<file path="src/rtl/microprocessor_pkg.sv">
// Shared definitions for the 8-bit microprocessor.
// Contents: instruction width, opcode encodings (shared with the control
// block), instruction field bit positions and the fetch-stage state encoding.
package microprocessor_pkg;

    localparam int INSTR_W = 8;

    // Opcode encodings carried in instr[7:6]
    localparam logic [1:0] OP_ALU    = 2'b00;
    localparam logic [1:0] OP_LOAD   = 2'b01;
    localparam logic [1:0] OP_STORE  = 2'b10;
    localparam logic [1:0] OP_BRANCH = 2'b11;

    // Instruction field bit positions: [7:6] op, [5:4] rs, [3:2] rt, [1:0] rd/imm
    localparam int OP_MSB = 7;
    localparam int OP_LSB = 6;
    localparam int RS_MSB = 5;
    localparam int RS_LSB = 4;
    localparam int RT_MSB = 3;
    localparam int RT_LSB = 2;
    localparam int RD_MSB = 1;
    localparam int RD_LSB = 0;

    // Fetch-stage states
    typedef enum logic [1:0] {
        REQ   = 2'd0,
        HOLD  = 2'd1,
        DRAIN = 2'd2
    } fetch_state_t;

endpackage

</file>
<file path="src/rtl/instr_fetch_if.sv">
// Handshake bundle around the instruction fetch stage.
// Groups the instruction-memory req/ack bus, the valid/ready link to decode
// and the branch redirect input from execute.
//   master : the fetch stage (drives imem_req/imem_addr and the instr outputs)
//   slave  : the environment (memory, decode and execute)
interface instr_fetch_if
    import microprocessor_pkg::*;
#(
    parameter int PC_W = 8
);
    // instruction memory
    logic               imem_req;
    logic [PC_W-1:0]    imem_addr;
    logic               imem_ack;
    logic [INSTR_W-1:0] imem_rdata;
    // decode link
    logic [INSTR_W-1:0] instr;
    logic [1:0]         op;
    logic [PC_W-1:0]    instr_pc;
    logic               instr_valid;
    logic               instr_ready;
    // branch redirect from execute
    logic               redirect;
    logic [PC_W-1:0]    redirect_target;

    modport master (
        output imem_req, imem_addr,
        input  imem_ack, imem_rdata,
        output instr, op, instr_pc, instr_valid,
        input  instr_ready,
        input  redirect, redirect_target
    );

    modport slave (
        input  imem_req, imem_addr,
        output imem_ack, imem_rdata,
        input  instr, op, instr_pc, instr_valid,
        output instr_ready,
        output redirect, redirect_target
    );
endinterface

</file>
<file path="src/rtl/instr_fetch.sv">
// Instruction fetch stage.
// Holds the program counter, fetches one instruction word at a time over the
// imem req/ack bus, and holds it for decode on a valid/ready link. A redirect
// from execute reloads the PC and squashes any held or in-flight instruction.
// Ports:
//   clk    : system clock, rising edge
//   reset  : asynchronous active-low reset
//   bus    : instr_fetch_if.master (imem bus, decode link, redirect)
module instr_fetch
    import microprocessor_pkg::*;
#(
    parameter int              PC_W     = 8,
    parameter logic [PC_W-1:0] RESET_PC = '0
)(
    input  logic          clk,
    input  logic          reset,
    instr_fetch_if.master bus
);

    fetch_state_t       state_reg, state_next;
    logic [PC_W-1:0]    pc_reg, pc_next;
    logic [PC_W-1:0]    drain_addr_reg, drain_addr_next;
    logic [PC_W-1:0]    instr_pc_reg, instr_pc_next;
    logic [INSTR_W-1:0] instr_reg, instr_next;

    always_ff @(posedge clk or negedge reset) begin
        if (!reset) begin
            state_reg      <= REQ;
            pc_reg         <= RESET_PC;
            drain_addr_reg <= RESET_PC;
            instr_pc_reg   <= '0;
            instr_reg      <= '0;
        end else begin
            state_reg      <= state_next;
            pc_reg         <= pc_next;
            drain_addr_reg <= drain_addr_next;
            instr_pc_reg   <= instr_pc_next;
            instr_reg      <= instr_next;
        end
    end

    always_comb begin
        state_next      = state_reg;
        pc_next         = pc_reg;
        drain_addr_next = drain_addr_reg;
        instr_pc_next   = instr_pc_reg;
        instr_next      = instr_reg;
        case (state_reg)
            REQ: begin
                if (bus.imem_ack && bus.redirect) begin
                    // response belongs to the wrong path: drop it, refetch at target
                    pc_next = bus.redirect_target;
                end else if (bus.imem_ack) begin
                    instr_next    = bus.imem_rdata;
                    instr_pc_next = pc_reg;
                    pc_next       = pc_reg + PC_W'(1);
                    state_next    = HOLD;
                end else if (bus.redirect) begin
                    // request still open: keep presenting the old address until it acks
                    drain_addr_next = pc_reg;
                    pc_next         = bus.redirect_target;
                    state_next      = DRAIN;
                end
            end
            HOLD: begin
                if (bus.redirect) begin
                    pc_next    = bus.redirect_target;
                    state_next = REQ;
                end else if (bus.instr_ready) begin
                    state_next = REQ;
                end
            end
            DRAIN: begin
                if (bus.redirect) begin
                    pc_next = bus.redirect_target;
                end
                if (bus.imem_ack) begin
                    state_next = REQ;
                end
            end
            default: begin
                state_next = REQ;
            end
        endcase
    end

    // Request is masked while reset is held so nothing is issued during reset,
    // and rises combinationally as soon as reset releases.
    assign bus.imem_req    = reset && (state_reg != HOLD);
    assign bus.imem_addr   = (state_reg == DRAIN) ? drain_addr_reg : pc_reg;
    assign bus.instr_valid = (state_reg == HOLD);
    assign bus.instr       = instr_reg;
    assign bus.instr_pc    = instr_pc_reg;
    assign bus.op          = bus.instr_valid ? instr_reg[OP_MSB:OP_LSB] : 2'b00;

endmodule

</file>
<file path="src/flat_wrapper.sv">
// flat-port wrapper written by rule: the top's interface ports become plain ports
module instr_fetch_flat import microprocessor_pkg::*;
#(
    parameter int              PC_W     = 8,
    parameter logic [PC_W-1:0] RESET_PC = '0
)
  (clk, reset, bus_imem_req, bus_imem_addr, bus_imem_ack, bus_imem_rdata, bus_instr, bus_op, bus_instr_pc, bus_instr_valid, bus_instr_ready, bus_redirect, bus_redirect_target);
  instr_fetch_if #(.PC_W(PC_W)) bus_i ();
  input  logic clk;
  input  logic reset;
  output wire logic [$bits(bus_i.imem_req)-1:0] bus_imem_req;
  output wire logic [$bits(bus_i.imem_addr)-1:0] bus_imem_addr;
  input wire logic [$bits(bus_i.imem_ack)-1:0] bus_imem_ack;
  input wire logic [$bits(bus_i.imem_rdata)-1:0] bus_imem_rdata;
  output wire logic [$bits(bus_i.instr)-1:0] bus_instr;
  output wire logic [$bits(bus_i.op)-1:0] bus_op;
  output wire logic [$bits(bus_i.instr_pc)-1:0] bus_instr_pc;
  output wire logic [$bits(bus_i.instr_valid)-1:0] bus_instr_valid;
  input wire logic [$bits(bus_i.instr_ready)-1:0] bus_instr_ready;
  input wire logic [$bits(bus_i.redirect)-1:0] bus_redirect;
  input wire logic [$bits(bus_i.redirect_target)-1:0] bus_redirect_target;
  assign bus_imem_req = bus_i.imem_req;
  assign bus_imem_addr = bus_i.imem_addr;
  assign bus_i.imem_ack = bus_imem_ack;
  assign bus_i.imem_rdata = bus_imem_rdata;
  assign bus_instr = bus_i.instr;
  assign bus_op = bus_i.op;
  assign bus_instr_pc = bus_i.instr_pc;
  assign bus_instr_valid = bus_i.instr_valid;
  assign bus_i.instr_ready = bus_instr_ready;
  assign bus_i.redirect = bus_redirect;
  assign bus_i.redirect_target = bus_redirect_target;
  instr_fetch #(.PC_W(PC_W), .RESET_PC(RESET_PC)) u_core (.clk(clk), .reset(reset), .bus(bus_i));
endmodule
</file>
<file path="config.mk">
export PLATFORM = sky130hd
export DESIGN_NAME = instr_fetch_flat
export DESIGN_NICKNAME = d
export VERILOG_FILES = /design/src/rtl/microprocessor_pkg.sv /design/src/rtl/instr_fetch_if.sv /design/src/rtl/instr_fetch.sv /design/src/flat_wrapper.sv
export SDC_FILE = /design/constraint.sdc
export NUM_CORES = 1
export LEC_CHECK = 0
export CORE_MARGIN = 2
export CORE_UTILIZATION = 35
export CTS_CLUSTER_SIZE = 12
export DETAILED_ROUTE_END_ITERATION = 10
export SLEW_MARGIN = 20
export SYNTH_ARGS = -nofsm -noshare
export SYNTH_HDL_FRONTEND = slang
export SYNTH_SLANG_ARGS = --single-unit
</file>
<file path="constraint.sdc">
create_clock -name clk -period 2.2 [get_ports clk]
set_input_delay 0.22 -clock clk [delete_from_list [all_inputs] [get_ports clk]]
set_output_delay 0.22 -clock clk [all_outputs]
set_load 0.05 [all_outputs]
</file>
# Word level (Yosys, flattened, before mapping)
# Cells that the tools add are included.
totals:
  ff_bits: 34
  inputBits: 21
  word_cells: 36
classes:
  addsub: 1
  n_eq_ne: 7
  n_mux: 13
  bitwise: 2
  reduce_logical: 8
ops:
  columns: ["cell", "n"]
  rows:
  - ["$mux 8", 4]
  - ["$pmux 8 s2", 1]
  - ["$mux 2", 7]
  - ["$add 8x1->8 const B", 1]
  - ["$reduce_and 4->1", 2]
  - ["$ne 3x3->1 const B", 2]
  - ["$pmux 2 s3", 1]
  - ["$ne 2x2->1 const B", 2]
  - ["$reduce_and 3->1", 1]
  - ["$eq 2x1->1 const B", 1]
  - ["$eq 2x2->1 const B", 1]
  - ["$logic_and 1x1->1", 2]
  - ["$logic_not 2->1", 1]
  - ["$ne 2x1->1 const B", 1]
  - ["$not 1->1", 2]
  - ["$reduce_bool 2->1", 1]
  - ["$reduce_or 2->1", 1]

# Logic depth before layout (Yosys ltp)
depth:
  word_depth: 4
  ltp_mapped: 7
  ltp_nobuf: 6

# Worst setup path before layout
# Ideal clock, no wire load.
synth_path:
  kind: "flip-flop to output port"
  start: "reg u_core.state_reg[1]"
  end: "out bus_imem_req"
  arrival_time_ps: 1628
  t_required_ps: 1980
  slack_ps: 352
  stages_incl_launch_ff: 4
  n_path_buf: 0
  path_cell_list: "dfrtp_1 -> inv_1 -> ha_1 -> nor2b_1"
synth_between:
  elab_chain_len: 2
synth_rtl:
  columns: ["item", "line", "text"]
  rows:
  - ["from (decl)", "instr_fetch.sv:20", "fetch_state_t state_reg, state_next;"]
  - ["from (signal assigned)", "instr_fetch.sv:34", "state_reg <= state_next;"]
  - ["$ne 2x1->1", "instr_fetch.sv:89", "assign bus.imem_req = reset && (state_reg != HOLD);"]
  - ["$logic_and 1x1->1", "instr_fetch.sv:89", null]
  - ["to (decl)", "flat_wrapper.sv:11", "output wire logic [$bits(bus_i.imem_req)-1:0] bus_imem_req;"]
# No other way between the ends.

# Worst setup path after layout
layout_path:
  start: "reg u_core.state_reg[0]"
  end: "out bus_imem_addr[3]"
layout_between:
  elab_chain_len: 2
layout_rtl:
  columns: ["item", "line", "text"]
  rows:
  - ["$eq 2x2->1", "instr_fetch.sv:90", "assign bus.imem_addr = (state_reg == DRAIN) ? drain_addr_reg : pc_reg;"]
  - ["$mux 8", "instr_fetch.sv:90", null]
  - ["to (decl)", "flat_wrapper.sv:12", "output wire logic [$bits(bus_i.imem_addr)-1:0] bus_imem_addr;"]
# No other way between the ends.

==> metrics.cfg <==
[status]
status = complete, no violations

[cells_and_area]
syn_to_final_growth_pct = 35.8
final_common_cell = clkdlybuf4s50_1
drive_gt1_frac = 0.291
diodes = 0
layout_common_cells = clkdlybuf4s50_1 (36), dfrtp_1 (34), mux2_2 (32)
finalNetCount = 216
fillers = 424

[power_and_ir_drop]
irDropWorstVdd_mv = 0.878
p_total_w = 0.00379
power.share.sequential = 0.296
clockPowerShare = 0.117
power.switching_w = 0.00178
p_comb_frac = 0.588
cellPowerDensity_nw_per_um2 = 1650
swShare = 0.469
internal-power_w = 0.00201
p_leak_nw = 0.985

[timing]
final_max_slew_viol_count = 0
rsz0062_at_grt = false
finClkSkew_ps = 1.93
slew_headroom = 0.657
finalSetupTns_ps = 0
finalSetupViolations = 0
fin_crit_sh = 0.905
max_slew.worst_pin.slew_ps = 515
hold_viol = 0
fmax_mhz = 502
final.min_clock_period_ps = 1990
finalWorstSetupSlack_ps = 209

[clock_tree]
htreeDepth = 2
cts.path.max_buffers = 2
clk_latency_ps = 280
postCtsSetupBuffers = 0
cts_tree = done
root_buffer = clkbuf_8
numCtsBuffers = 5
cts_sinks = 34
cts.clk_slew.worst_paths_ps = 60

[floorplan]
start_util = 0.360
placementRows = 25
die_w_um = 73.5
die-area_um2 = 5400
coreArea_um2 = 4690
die_h_um = 73.5
ioPinCount = 49

[critical_path]
r2r_end = u_core.pc_reg[5]$_DFFE_PN0P_
crit_type = reg -> out
startpoint = u_core.state_reg[0]$_DFFE_PN0P_
reg2reg_depth = 6
reg2reg_setup_slack_ps = 280
required_ps = 1980
cp_max_fo = 9
startpoint_type = register
r2r-start = u_core.state_reg[0]$_DFFE_PN0P_
crit_arrival_ps = 1770
crit_path_end_kind = output pin

[place]
dp_hpwl_um = 2650
place.gp.congestion = 0.750
io_buffer_count = 48
post-place-ws_ps = 311

[drt]
ant_nets = 0
vias = 1276
wl_per_cell_um = 15.4
first_pass_iters = 6
vias_per_cell = 5.25
drc = 0
first_iter_violations = 55
wirelength_um = 3750

[yosys]
syn_area_um2 = 1690
ys_warn_count = 0
synth_cell_types = 31
syn_inst = 141
synth-seq-area-share = 0.503
syn_nets = 167
avgSynthCellArea_um2 = 12.0
synth-seq-cells = 34

[global_route]
grt_pass1_vias = 1259
grt-ovfl-total = 0
grt_max_degree = 35
grt_usage = 0.150
grt_pass1_wl_um = 6080
antenna_found_initial = 0

[run]
max-cap-violations = 0

[hold_path]
hp-class = in -> async

## critical path, cell delays in order, from the launching register on
cell and delay [ps]:
dfrtp_1 430, inv_1 130, ha_2 360, mux2_2 380
buf_4 190
## power by group through the flow
stage	Clock, W	Sequential, W	Combinational (W)
after global routing	0.000492	0.00117	0.00236
after floorplan	0	0.00159	0.00108
after global placement	0	0.00111	0.00220
after CTS	0.000461	0.00112	0.00224
after detailed placement	0	0.00113	0.00223
final	0.000442	0.00112	0.00223
## metrics by stage
step	instance area, um^2	hold slack [ps]	std cells	util
floorplan	1690	-75.6	141	-
global placement	2210	482	237	0.470
detailed placement	2210	488	237	0.470
CTS	2290	437	243	0.488
global route	2290	466	243	0.489
finish	2290	413	243	0.489
## worst max path at each step
stage / endpoint / slack, ps / cells past startpoint
floorplan: bus_imem_req / 350 / 3
global placement: u_core.pc_reg[5]$_DFFE_PN0P_ / 350 / 6
detailed placement: u_core.pc_reg[5]$_DFFE_PN0P_ / 310 / 6
CTS: bus_imem_addr[3] / 40 / 4
global route: bus_imem_addr[3] / 110 / 4
finish: bus_imem_addr[3] / 210 / 4
## layer usage
| layer | track usage | routed length, um |
|---|---|---|
| met1 | 0.184 | 1620 |
| met4 | 0.0444 | 39 |
| met3 | 0.0521 | 283 |
| met2 | 0.250 | 1810 |
| met5 | 0 | 0 |
## logic make-up (layout without fill, tap and decap cells)
kind of cell	Yosys count	count (layout)	share of synthesized area
AOI/OAI and AO/OA	27	27	0.112
adders and majority gates	5	5	0.0370
and+or+nand+nor	29	29	0.101
muxes	32	32	0.213
DFF	34	34	0.503
buffers and inverters	14	62	0.0340
## synth_stat cells
library cell | count | area [um^2]
dfrtp_1 | 34 | 851
and2_1 | 3 | 18.8
a31oi_1 | 1 | 6.26
nand3_1 | 5 | 25.0
a311o_1 | 1 | 10.0
a2bb2oi_1 | 1 | 8.76
and4_1 | 2 | 17.5
mux2_2 | 32 | 360
buf_2 | 3 | 15.0
ha_1 | 5 | 62.6
a21oi_1 | 5 | 25.0
and3b_1 | 1 | 8.76
o22a_1 | 3 | 26.3
o21ai_0 | 4 | 20.0
and4b_4 | 1 | 13.8
nor2_1 | 8 | 30.0
inv_1 | 5 | 18.8
nand4_1 | 1 | 6.26
nor2b_1 | 2 | 12.5
o22ai_1 | 3 | 18.8
nand3_2 | 1 | 10.0
nor4_1 | 1 | 6.26
or4_1 | 1 | 7.51
nand2b_1 | 1 | 6.26
a22oi_1 | 3 | 22.5
o21bai_1 | 1 | 7.51
clkbuf_2 | 1 | 5.00
a22o_1 | 3 | 26.3
clkbuf_1 | 5 | 18.8
nand2_1 | 2 | 7.51
a41oi_1 | 2 | 17.5
## cell type report
cell class,count,area [um^2],share of cell area
sequential,34,851,0.371
inverter,5,18.8,0.00818
multi-input combinational,93,785,0.342
tap,54,67.6,0.0294
clock buffer,6,82.6,0.0360
timing repair buffer,51,490,0.214
## repair_timing
item,in CTS,in global routing
hold buffers,0,0
hold endpoints to repair,0,0
gates resized for setup,0,2
setup endpoints to repair,0,9
Power figures use the tool's default switching activity.
